<file path="src/rtl/cpu_pkg.sv">
// Shared state codes and datapath encodings for the processor control path.
// The state machine and the control unit both import this package.
package cpu_pkg;

    localparam logic [5:0] StIdle   = 6'd0;
    localparam logic [5:0] StFetch1 = 6'd1;
    localparam logic [5:0] StFetch2 = 6'd2;
    localparam logic [5:0] StFetch3 = 6'd3;
    localparam logic [5:0] StClac   = 6'd4;
    localparam logic [5:0] StLdac1  = 6'd5;
    localparam logic [5:0] StLdac2  = 6'd6;
    localparam logic [5:0] StLdac3  = 6'd7;
    localparam logic [5:0] StStac1  = 6'd8;
    localparam logic [5:0] StStac2  = 6'd9;
    localparam logic [5:0] StStac3  = 6'd10;
    localparam logic [5:0] StMvacr  = 6'd11;
    localparam logic [5:0] StMvrac  = 6'd12;
    localparam logic [5:0] StAdd    = 6'd13;
    localparam logic [5:0] StMul    = 6'd14;
    localparam logic [5:0] StLast   = StMul;

    typedef enum logic [2:0] {
        BusNone = 3'd0,
        BusPc   = 3'd1,
        BusDr   = 3'd2,
        BusAc   = 3'd3,
        BusR    = 3'd4,
        BusMem  = 3'd5
    } bus_sel_e;

    typedef enum logic [1:0] {
        AluPass = 2'd0,
        AluAdd  = 2'd1,
        AluMul  = 2'd2,
        AluClr  = 2'd3
    } alu_op_e;

    function automatic logic is_mem_state(logic [5:0] s);
        logic res;
        case (s)
            StFetch2, StLdac1, StLdac3, StStac1, StStac3: res = 1'b1;
            default:                                      res = 1'b0;
        endcase
        return res;
    endfunction

    function automatic logic is_legal_state(logic [5:0] s);
        return s <= StLast;
    endfunction

endpackage

</file>
<file path="src/rtl/mem_handshake.sv">
// Memory request/ready handshake: tracks wait cycles, abandons an access that
// exceeds MEM_TIMEOUT cycles and holds it abandoned until the state code moves on.
module mem_handshake #(
    parameter int unsigned MEM_TIMEOUT = 16
) (
    input  logic clock,
    input  logic reset_n,
    input  logic req_start,
    input  logic mem_ready,
    input  logic state_changed,
    output logic mem_req,
    output logic stall,
    output logic done,
    output logic timeout
);

    localparam int unsigned CW = $clog2(MEM_TIMEOUT + 1);

    logic [CW-1:0] wait_cnt_q, wait_cnt_d, cur_cnt;
    logic          abandon_q, abandon_d, abandon_eff;
    logic          waiting;

    always_comb begin
        // A new state code ends any abandoned access in the same cycle.
        abandon_eff = abandon_q & ~state_changed;
        mem_req     = req_start & ~abandon_eff;
        waiting     = mem_req & ~mem_ready;
        stall       = waiting;
        done        = mem_req & mem_ready;
        // A fresh state always starts counting from zero.
        cur_cnt     = state_changed ? '0 : wait_cnt_q;
        timeout     = waiting && (cur_cnt == CW'(MEM_TIMEOUT - 1));
        wait_cnt_d  = (waiting && !timeout) ? cur_cnt + 1'b1 : '0;
        abandon_d   = timeout | abandon_eff;
    end

    always_ff @(posedge clock or negedge reset_n) begin
        if (!reset_n) begin
            wait_cnt_q <= '0;
            abandon_q  <= 1'b0;
        end else begin
            wait_cnt_q <= wait_cnt_d;
            abandon_q  <= abandon_d;
        end
    end

endmodule

</file>
<file path="src/rtl/control_unit.sv">
// Control unit: decodes the state code into datapath controls, runs the memory
// handshake and keeps sticky error flags plus a retired-instruction counter.
module control_unit
    import cpu_pkg::*;
#(
    parameter int unsigned MEM_TIMEOUT = 16,
    parameter int unsigned CNT_W       = 16
) (
    input  logic             clock,
    input  logic             reset_n,
    input  logic [5:0]       state,
    input  logic             mem_ready,
    output logic [2:0]       bus_sel,
    output logic             ld_ar,
    output logic             ld_pc,
    output logic             ld_dr,
    output logic             ld_ir,
    output logic             ld_r,
    output logic             ld_ac,
    output logic             inc_pc,
    output logic [1:0]       alu_op,
    output logic             mem_req,
    output logic             mem_we,
    output logic             stall,
    output logic             err_timeout,
    output logic             err_state,
    output logic [CNT_W-1:0] instr_count
);

    logic [5:0] state_q;
    logic       state_changed;
    logic       req_start;
    logic       hs_req;
    logic       hs_stall;
    logic       done;
    logic       timeout;
    logic       illegal;
    logic       retire;

    assign state_changed = (state != state_q);
    assign req_start     = is_mem_state(state);
    assign illegal       = !is_legal_state(state);

    mem_handshake #(
        .MEM_TIMEOUT(MEM_TIMEOUT)
    ) u_mem_handshake (
        .clock        (clock),
        .reset_n      (reset_n),
        .req_start    (req_start),
        .mem_ready    (mem_ready),
        .state_changed(state_changed),
        .mem_req      (hs_req),
        .stall        (hs_stall),
        .done         (done),
        .timeout      (timeout)
    );

    assign mem_req = hs_req;
    assign stall   = hs_stall;
    assign mem_we  = hs_req & (state == StStac3);

    always_comb begin
        bus_sel = BusNone;
        alu_op  = AluPass;
        ld_ar   = 1'b0;
        ld_pc   = 1'b0;
        ld_dr   = 1'b0;
        ld_ir   = 1'b0;
        ld_r    = 1'b0;
        ld_ac   = 1'b0;
        inc_pc  = 1'b0;
        retire  = 1'b0;
        case (state)
            StFetch1: begin
                bus_sel = BusPc;
                ld_ar   = 1'b1;
            end
            StFetch3: begin
                bus_sel = BusDr;
                ld_ir   = 1'b1;
            end
            StClac: begin
                alu_op = AluClr;
                ld_ac  = 1'b1;
                retire = 1'b1;
            end
            StLdac2, StStac2: begin
                bus_sel = BusDr;
                ld_ar   = 1'b1;
            end
            StMvacr: begin
                bus_sel = BusAc;
                ld_r    = 1'b1;
                retire  = 1'b1;
            end
            StMvrac: begin
                bus_sel = BusR;
                alu_op  = AluPass;
                ld_ac   = 1'b1;
                retire  = 1'b1;
            end
            StAdd: begin
                bus_sel = BusR;
                alu_op  = AluAdd;
                ld_ac   = 1'b1;
                retire  = 1'b1;
            end
            StMul: begin
                bus_sel = BusR;
                alu_op  = AluMul;
                ld_ac   = 1'b1;
                retire  = 1'b1;
            end
            // Memory states only act in their completion cycle.
            StFetch2, StLdac1, StStac1: begin
                if (done) begin
                    bus_sel = BusMem;
                    ld_dr   = 1'b1;
                    inc_pc  = 1'b1;
                end
            end
            StLdac3: begin
                if (done) begin
                    bus_sel = BusMem;
                    alu_op  = AluPass;
                    ld_ac   = 1'b1;
                    retire  = 1'b1;
                end
            end
            StStac3: begin
                if (done) begin
                    bus_sel = BusAc;
                    retire  = 1'b1;
                end
            end
            default: ;
        endcase
    end

    always_ff @(posedge clock or negedge reset_n) begin
        if (!reset_n) begin
            state_q     <= StIdle;
            err_timeout <= 1'b0;
            err_state   <= 1'b0;
            instr_count <= '0;
        end else begin
            state_q <= state;
            if (timeout) begin
                err_timeout <= 1'b1;
            end
            if (illegal) begin
                err_state <= 1'b1;
            end
            if (retire) begin
                instr_count <= instr_count + 1'b1;
            end
        end
    end

endmodule

</file>
<file path="config.mk">
export PLATFORM = sky130hd
export DESIGN_NAME = control_unit
export DESIGN_NICKNAME = d
export VERILOG_FILES = /design/src/rtl/cpu_pkg.sv /design/src/rtl/mem_handshake.sv /design/src/rtl/control_unit.sv
export SDC_FILE = /design/constraint.sdc
export NUM_CORES = 1
export LEC_CHECK = 0
export CORE_MARGIN = 5
export CORE_UTILIZATION = 44
export CTS_CLUSTER_DIAMETER = 60
export DETAILED_ROUTE_END_ITERATION = 8
export HOLD_SLACK_MARGIN = 0.12
export PLACE_DENSITY = 0.76
export SYNTH_ARGS = -nofsm -noshare
export SYNTH_HDL_FRONTEND = slang
export SYNTH_SLANG_ARGS = --single-unit
</file>
<file path="constraint.sdc">
create_clock -name clock -period 2.12 [get_ports clock]
set_clock_uncertainty 0.05 [all_clocks]
set_input_delay 0.212 -clock clock [delete_from_list [all_inputs] [get_ports clock]]
set_output_delay 0.212 -clock clock [all_outputs]
set_load 0.02 [all_outputs]
</file>
======== Yosys cells after proc, flatten, opt, wreduce, memory -nomap -nowiden ========
Index checks and enable logic that the tools add are counted.
word-level totals
  flip-flop bits (word level) ............. 30
  bits in latches ......................... 0
  RAM bits ................................ 0
  ROM bits ................................ 0
  input bits .............................. 9
  logic and storage cells ................. 60
  memories kept ........................... 0
operators by class
  $add $sub $neg .......................... 2
  multipliers ............................. 0
  div/mod/pow operators ................... 0
  magnitude comparators ................... 1
  eq/ne operators ......................... 16
  shifts and indexed selects .............. 0
  multiplexer cells ....................... 14
  bitwise operators ....................... 9
  reductions and logical operators ........ 12
operators by type and width
  operator                                                                           count
  6-bit by 4-bit == test with 1-bit output (second input constant)                   7
  6-bit by 3-bit == test with 1-bit output (second input constant)                   4
  3-bit one-hot mux with 6 select lines                                              1
  16-bit by 1-bit adder with 16-bit output (second input constant)                   1
  6-bit by 2-bit == test with 1-bit output (second input constant)                   2
  3-bit OR reduction                                                                 4
  5-bit 2-to-1 mux                                                                   2
  5-bit OR reduction                                                                 2
  4-bit OR reduction                                                                 2
  6-bit by 1-bit == test with 1-bit output (second input constant)                   1
  6-bit by 4-bit less-or-equal comparator with 1-bit output (second input constant)  1
  1-bit 2-to-1 mux                                                                   6
  6-bit inequality test                                                              1
  2-bit one-hot mux with 3 select lines                                              1
  5-bit by 1-bit adder with 5-bit output (second input constant)                     1
  1-bit bitwise AND                                                                  5
  5-bit by 4-bit == test with 1-bit output (second input constant)                   1
  1-bit one-hot mux with 2 select lines                                              2
  3-bit 2-to-1 mux                                                                   1
  1-bit NOT                                                                          3
  1-bit logical AND                                                                  2
  2-bit 2-to-1 mux                                                                   1
  2-bit OR reduction                                                                 1
  1-bit zero test                                                                    1
  1-bit OR                                                                           1

======== Depth between registers and ports, before layout ========
Gate-level depths: netlist of the first run.
  word-level depth ........................ 10
  mapped depth ............................ 11

======== By module ========
From an unflattened synthesis of the first run, not the netlist that was laid out.
unflattened totals
  cells, all modules ...................... 178
  area, all modules ....................... 1,690.4 sq um
by module, submodules not included
  module         instances  cells each  area each (sq um)  sequential area each (sq um)
  control_unit   1          147         1,352.5            600.6
  mem_handshake  1          31          337.8              150.1

======== Least setup slack after synthesis of the first run ========
OpenSTA, ideal clock, no wires.
  path type ............................... reg2reg
  start point ............................. register state_q[0]
  end point ............................... register u_mem_handshake.wait_cnt_q[0]
  setup time .............................. 0.122 ns
  data arrival time ....................... 1.859 ns
  data required time ...................... 1.948 ns
  setup slack ............................. 0.088 ns
  cell stages (with the launch flop) ...... 11
  path buffers ............................ 0
  clock period less this slack ............ 2.032 ns
  cells stage by stage .................... dfrtp_1 -> xnor2_1 -> nand4_2 -> nor3_1 -> and2_1 -> ha_1 -> nand2_1 -> nor2_1 -> ha_1 -> nand2b_1 -> nor2_1
on the way
  cells in the longest elaborated chain, start to end .. 10
  elaborated cells on any way between the ends .. 13
  those cells by class .................... add/sub (1); eq/ne (2); mux (2); bitwise (5); reduce/logical (3)
ends and longest elaborated chain
  what                                                                            line                 text
  start, declared                                                                 control_unit.sv:30   logic [5:0] state_q;
  start signal, assigned                                                          control_unit.sv:142  state_q <= StIdle;
  start signal, assigned                                                          control_unit.sv:147  state_q <= state;
  6-bit inequality test *                                                         control_unit.sv:40   assign state_changed = (state != state_q);
  branches (longest 8 deep; another with 5-bit by 1-bit adder with 5-bit output)  -
  5-bit 2-to-1 mux *                                                              mem_handshake.sv:33  wait_cnt_d = (waiting && !timeout) ? cur_cnt + 1'b1 : '0;
  named net u_mem_handshake.wait_cnt_d[0]                                         mem_handshake.sv:19  logic [CW-1:0] wait_cnt_q, wait_cnt_d, cur_cnt;
  end signal, assigned                                                            mem_handshake.sv:42  wait_cnt_q <= wait_cnt_d;
  end, declared                                                                   mem_handshake.sv:19
Mark *: on every way through the listed nets, which the timed path passes.
A chain may end at the register's enable or synchronous reset.

======== Final worst setup path of the first run ========
  start point ............................. register state_q[2]
  end point ............................... output bus_sel[2]
on the way
  cells in the longest elaborated chain, start to end .. 8
ends and longest elaborated chain
  what                                   line                                      text
  6-bit inequality test                  control_unit.sv:40
  1-bit NOT                              mem_handshake.sv:25                       abandon_eff = abandon_q & ~state_changed;
  1-bit bitwise AND                      mem_handshake.sv:25
  1-bit NOT                              mem_handshake.sv:26                       mem_req = req_start & ~abandon_eff;
  1-bit bitwise AND                      mem_handshake.sv:26
  1-bit bitwise AND                      mem_handshake.sv:29                       done = mem_req & mem_ready;
  3-bit 2-to-1 mux                       control_unit.sv:116, control_unit.sv:123
  3-bit one-hot mux with 6 select lines  control_unit.sv:73                        case (state)
  end, declared                          control_unit.sv:13                        output logic [2:0] bus_sel,
No other way between the ends.

==> flow_summary.yaml, run 1 <==
global_routing:
  grt_max_degree: 31
  grtUsageTotal: 0.1744
  overflow: 0
  busiest_layer: "met2"
  use_met3: 0.03787
  grt_use_met2: 0.3204
  grt_pass1_wl_microns: 7051
  grt_pass1_vias: 1573
  met1_usage: 0.1807
  antenna_found_initial: 0
worst_setup_path:
  r2r_start: "state_q[0]"
  startpoint_type: "flop"
  path_class: "reg -> out"
  r2r-end: "u_mem_handshake.abandon_q"
  crit_path_end_kind: "primary output"
  crit_fanout: 6
  required_ns: 1.86
  cp_data_arrival_time_ns: 2.03
  rr_worst_depth: 12
  reg2reg_slack_ns: -0.15
timing:
  slew_viol_final: 0
  final_hold_viol_count: 0
  rsz0062_at_grt: "true"
  max_freq_mhz: 435.6
  min_period_ns: 2.296
  post-route-period-util: 1.083
  finalSetupViolCount: 13
  finalWorstSetupSlack_ns: -0.1756
synth:
  synth_area_leaders: "dfrtp_1 (45%), xnor2_1 (9.5%), nand4_1 (3.4%)"
  syn_area_sq_mm: 0.001662
  synth_area_per_cell_sq_um: 10.13
  synthArstFlopShare: 1.000
  ys.warnings.count: 0
  yosysTopAreaCellShare: 0.4518
  synthFlopType: "dfrtp_1"
  synth_cell_types: 42
  yosysSeqAreaShare: 0.4518
  yosys.area.top_type: "dfrtp_1"
  netlist_instances: 164
  synth_edf_count: 0
  ys_seq_elements: 30
  synth_nets: 176
floorplanning:
  chipWidth_microns: 71.45
  coreArea_sq_mm: 0.003661
  die_h_microns: 71.45
  num_io_pins: 42
  start_util: 0.4539
  fp.dieArea_sq_mm: 0.005105
  rows: 22
place:
  dp_hpwl_microns: 3138
  place_congestion: 0.8735
  pre_cts_slack_ns: -0.6511
  portBuffers: 40
cells_and_area:
  fillers: 279
  seq_area_sq_um: 750.7
  multi_input_comb_area_sq_um: 957.2
  drive_above_1_share: 0.3502
  num_antenna_cells: 0
  area_delta_synth_final_pct: 52.79
  final_nets: 249
run_status:
  status: "complete, but fails checks"
  violations: "negative setup slack"
pwr:
  p_sw_w: 0.0004772
  power_density_mw_per_mm2: 592.4
  p_total_w: 0.001504
  vdd_drop_max_mv: 0.5550
  switching_share: 0.3173
  combPwrFrac: 0.276
  seqPwrFrac: 0.445
  p_clk_frac: 0.279
  internal_power_w: 0.001027
  p_leak_nw: 1.139
drt:
  drt_wl_total_microns: 4576
  drtPass1Iterations: 4
  drc: 0
  vias: 1506
  viasPerCell: 5.284
  ant_nets: 0
  wl_per_cell_microns: 16.06
  initialDrtViolationCount: 71
cts:
  clock_sinks: 30
  clk_path_buf_depth: 2
  clk_latency_ns: 0.28
  cts.htree.levels: 2
  path_clk_slew_ns: 0.06
  ctsHoldBuffers: 0
  cts_tree: "yes"
  cts-root-buf: "clkbuf_8"
  numCtsBuffers: 5
min_path:
  worstHoldEndpoint: "state_q[1]"
  hp-class: "in -> reg"
  min_from: "state[1]"
  holdPathStages: 1
run:
  maxCapViolCount: 0
[cells in the mapped netlist, drive strengths merged, types with 2 or more instances]
master  instances
and3            8
a31oi           2
and2            6
nor2           14
buf             6
nand3           7
o31ai           2
nand4          10
dfrtp          30
a21oi           6
xor2            5
o21bai          2
o21ai           2
o211ai          2
ha              3
clkbuf          5
nor3            5
nand2b          2
inv             3
nand2           8
xnor2          19
nor2b           2
nor4            2
[what timing repair did]
action | 4_1_cts | 5_1_grt
setup buffers | 5 | 5
gates cloned | 0 | 0
endpoints found under the setup margin | 27 | 21
pin swaps | 10 | 17
gates resized for setup | 70 | 23
[critical path, stage by stage, from the launching register on]
cell,delay [ns]
dfrtp_1,0.41
xnor2_2,0.15
nand4_2,0.15
nor4b_4,0.08
nor3b_4,0.33
buf_4,0.17
a21oi_2,0.04
o31ai_1,0.21
buf_2,0.21
[power by group through the flow]
stage	Combinational [W]	Clock, W	Sequential, W
after floorplan	0.000160	0	0.000716
after global placement	0.000372	0	0.000671
after detailed placement	0.000385	0	0.000677
after CTS	0.000389	0.000435	0.000669
after global routing	0.000438	0.000458	0.000675
final	0.000415	0.000419	0.000670
[cells by family (layout without fill, tap and decap cells)]
| family | after synthesis | count (layout) | synth area share |
|---|---|---|---|
| compound gates | 20 | 20 | 0.08509 |
| xor+xnor | 24 | 24 | 0.1310 |
| fa+ha+maj | 3 | 3 | 0.02259 |
| buf+inv | 14 | 87 | 0.04819 |
| flops | 30 | 30 | 0.4518 |
| mux | 1 | 1 | 0.006777 |
| other cells | 1 | 1 | 0.002257 |
| simple gates | 71 | 71 | 0.2523 |
[how the worst max path moves through the flow]
stage,slack [ns],cells after the start,endpoint,startpoint
2_1_floorplan,0.09,10,u_mem_handshake.wait_cnt_q[0],state_q[0]
3_3_place_gp,-0.52,9,bus_sel[0],state[0]
3_5_place_dp,-0.65,9,bus_sel[0],state[0]
4_1_cts,-0.23,9,ld_ac,state_q[5]
5_1_grt,-0.28,8,bus_sel[2],state_q[3]
6_report,-0.18,8,bus_sel[2],state_q[2]
[through the flow]
| step | hold WS (ns) | setup TNS, ns | instance area, sq um | std cells | utilization |
|---|---|---|---|---|---|
| after floorplan | -0.1336 | 0 | 1662 | 164 | - |
| after global placement | 0.3999 | -11.44 | 2291 | 271 | 0.6258 |
| after detailed placement | 0.4104 | -14.40 | 2291 | 271 | 0.6258 |
| after CTS | 0.2158 | -1.599 | 2410 | 281 | 0.6582 |
| after global routing | 0.2415 | -3.432 | 2539 | 285 | 0.6934 |
| final | 0.2425 | -1.458 | 2539 | 285 | 0.6934 |
[sequential cells by signal, indices dropped and copies added, names as in the netlist]
register	count
instr_count	16
state_q	6
u_mem_handshake.wait_cnt_q	5
err_state	1
err_timeout	1
u_mem_handshake.abandon_q	1
[layer usage]
layer / up-vias / wire length, microns
li1: 712 / -
met1: 726 / 1749
met2: 51 / 2540
met3: 17 / 162
met4: 0 / 124
met5: - / 0
[cell type report]
type / count / share of cell area
clock inverters: 2 / 0.003943
repair buffers: 77 / 0.2681
inverters: 3 / 0.004436
clock buffers: 5 / 0.02711
flip-flops and latches: 30 / 0.2957
multi-input cells: 120 / 0.3770
well taps: 48 / 0.02366
[layout by cell type (no fill, tap or decap), types with 3 or more instances in the layout]
cell,synthesis,layout
and2_1,5,3
clkdlybuf4s50_1,0,20
inv_1,3,3
buf_2,1,3
a21oi_1,6,5
and3_1,8,7
clkbuf_8,0,5
buf_6,2,7
nand2_1,8,8
xnor2_1,18,15
nand3_1,6,6
nand4_1,9,9
nor2_1,14,11
buf_4,3,35
xnor2_2,1,4
dlygate4sd2_1,0,8
nor3_1,5,4
dfrtp_1,30,30
xor2_1,5,3
(Power assumes the default switching activity.)
==> inputs of run 2 (changes only) <==
- CORE_MARGIN: 5 -> unset
- CORE_UTILIZATION: 44 -> 49
- PLACE_DENSITY: 0.76 -> 0.8
- clock period: 2.12 -> 2.22 ns (I/O delays scaled with it)
==> run 2 against run 1 <==
  * The flow still finishes with violations (negative setup slack)
  * Sequential power fell by 4.6%
  * Routed wire length fell by 1.0%
  * Setup slack improved by 0.10 ns
  * Highest routed layer unchanged
==> flow_summary.yaml, run 2 (synthesis results as in run 1) <==
worst_setup_path:
  path_class: "reg -> out"
  max_stage_delay_ns: 0.42
  startpoint_type: "flop"
  reg2reg_slack_ns: 0.03
  r2r-end: "u_mem_handshake.wait_cnt_q[2]"
  rr_worst_depth: 10
  crit_fanout: 7
  r2r_start: "state_q[5]"
  crit_path_end_kind: "primary output"
  slowest_stage: "dfrtp_1"
  cp_cell_sequence: "xnor2_2 > nand4_2 > nor4b_4 > nor3b_2 > buf_4 > o211ai_1 > a21oi_1 > buf_2"
  required_ns: 1.95
  cp_data_arrival_time_ns: 2.02
cells_and_area:
  final_nets: 244
  drive_above_1_share: 0.3017
  regMostFlops: "instr_count"
  area_delta_synth_final_pct: 45.93
  fillers: 227
  layout_common_cells: "buf_4 (31), dfrtp_1 (30), clkdlybuf4s50_1 (21)"
  multi_input_comb_area_sq_um: 902.1
  layout_commonest_cell: "buf_4"
  largest_reg_flops: 16
  seq_area_sq_um: 750.7
  fin_util: 0.7752
  num_antenna_cells: 0
  final_area_sq_mm: 0.002425
  top_regs: "instr_count (16), state_q (6), u_mem_handshake.wait_cnt_q (5)"
cts:
  ctsHoldBuffers: 0
  cts.htree.levels: 2
  clk_path_buf_depth: 2
  path_clk_slew_ns: 0.10
  cts-root-buf: "clkbuf_4"
  clock_sinks: 30
  numCtsBuffers: 5
  cts_tree: "yes"
  clk_latency_ns: 0.32
drt:
  vias: 1524
  viasPerCell: 5.522
  drc: 0
  ant_nets: 0
  wl_per_cell_microns: 16.41
  initialDrtViolationCount: 98
  drtPass1Iterations: 4
  drt_wl_total_microns: 4528
floorplanning:
  num_io_pins: 42
  rows: 20
  fp.dieArea_sq_mm: 0.003628
  chipWidth_microns: 60.23
  coreArea_sq_mm: 0.003128
  die_h_microns: 60.23
  start_util: 0.5312
timing:
  rsz0062_at_grt: "true"
  slew_viol_final: 0
  max_freq_mhz: 436.4
  finalSetupViolCount: 5
  tns_ns: -0.1878
  post-route-period-util: 1.032
  final_hold_viol_count: 0
  finalWorstSetupSlack_ns: -0.07128
  min_period_ns: 2.291
global_routing:
  grt_max_degree: 31
  antenna_found_initial: 0
  overflow: 0
  grt_pass1_vias: 1547
  grt_pass1_wl_microns: 6934
  grtUsageTotal: 0.2688
pwr:
  vdd_drop_max_mv: 0.5905
  p_leak_nw: 1.122
  power_density_mw_per_mm2: 601.2
min_path:
  hp-class: "in -> async"
run_status:
  status: "complete, but fails checks"
  violations: "negative setup slack"
place:
  portBuffers: 40
  dp_hpwl_microns: 3063
  place_congestion: 0.8886
  postPlaceCellArea_sq_mm: 0.002271
run:
  maxCapViolCount: 0
## run 2: cell types whose count changed in the layout (fill, tap and decap cells not counted), sizes merged
cell	change
clkbuf	+1
clkinv	-2
clkdlybuf4s50	+1
buf	-5
dlygate4sd2	+1
bufinv	+1
clkdlybuf4s15	-2
## run 2: worst max-delay path by stage
stage | from | endpoint | slack [ns] | cells after the start
final | state_q[5] | bus_sel[0] | -0.07 | 8
after global routing | state[4] | bus_sel[2] | -0.16 | 9
after CTS | state_q[5] | bus_sel[2] | -0.15 | 8
after detailed placement | state[2] | u_mem_handshake.wait_cnt_q[2] | -0.55 | 11
after global placement | state[1] | bus_sel[2] | -0.48 | 8
after floorplan | state_q[0] | u_mem_handshake.wait_cnt_q[0] | 0.19 | 10
## run 2: final cells by class
| class | instances | area share |
|---|---|---|
| multi-input combinational | 120 | 0.3720 |
| timing repair buffer | 72 | 0.2575 |
| clock inverter | 1 | 0.01238 |
| tap | 44 | 0.02270 |
| clock buffer | 6 | 0.02116 |
| inverter | 3 | 0.004644 |
| sequential | 30 | 0.3096 |
## run 2: critical path, delay by kind of cell, from the launching register on
kind	cells	cell delay, ns
AND/OR/NAND/NOR	3	0.55
flip-flops	1	0.42
buffers and inverters	2	0.33
AO/OA/AOI/OAI	2	0.24
XOR/XNOR	1	0.16
## run 2: through the flow
stage / hold WS [ns] / power (W) / cells / setup slack [ns]
CTS: 0.2450 / 0.001455 / 274 / -0.1452
global placement: 0.3907 / 0.0009943 / 265 / -0.4750
finish: 0.2280 / 0.001458 / 276 / -0.07128
floorplan: -0.1236 / 0.0008367 / 164 / 0.1882
detailed placement: 0.4171 / 0.001005 / 265 / -0.5526
global route: 0.2457 / 0.001520 / 276 / -0.1636
## run 2: where the power goes
part	internal [W]	switching, W
clock network	0.000262	0.000184
registers	0.000588	0.0000502
logic	0.000168	0.000205
## run 2: per-layer routing
layer	vias up	track usage	wire length, microns	share of wire
li1	699	-	-	-
met1	732	0.3118	1769	0.39
met2	83	0.4568	2373	0.52
met3	10	0.07792	282	0.062
met4	0	0.1163	103	0.023
met5	-	0	0	0
## run 2: what timing repair did
| action | CTS | global route |
|---|---|---|
| pin swaps | 7 | 6 |
| endpoints found under the setup margin | 21 | 17 |
| setup buffers | 2 | 2 |
| gates resized for setup | 57 | 14 |
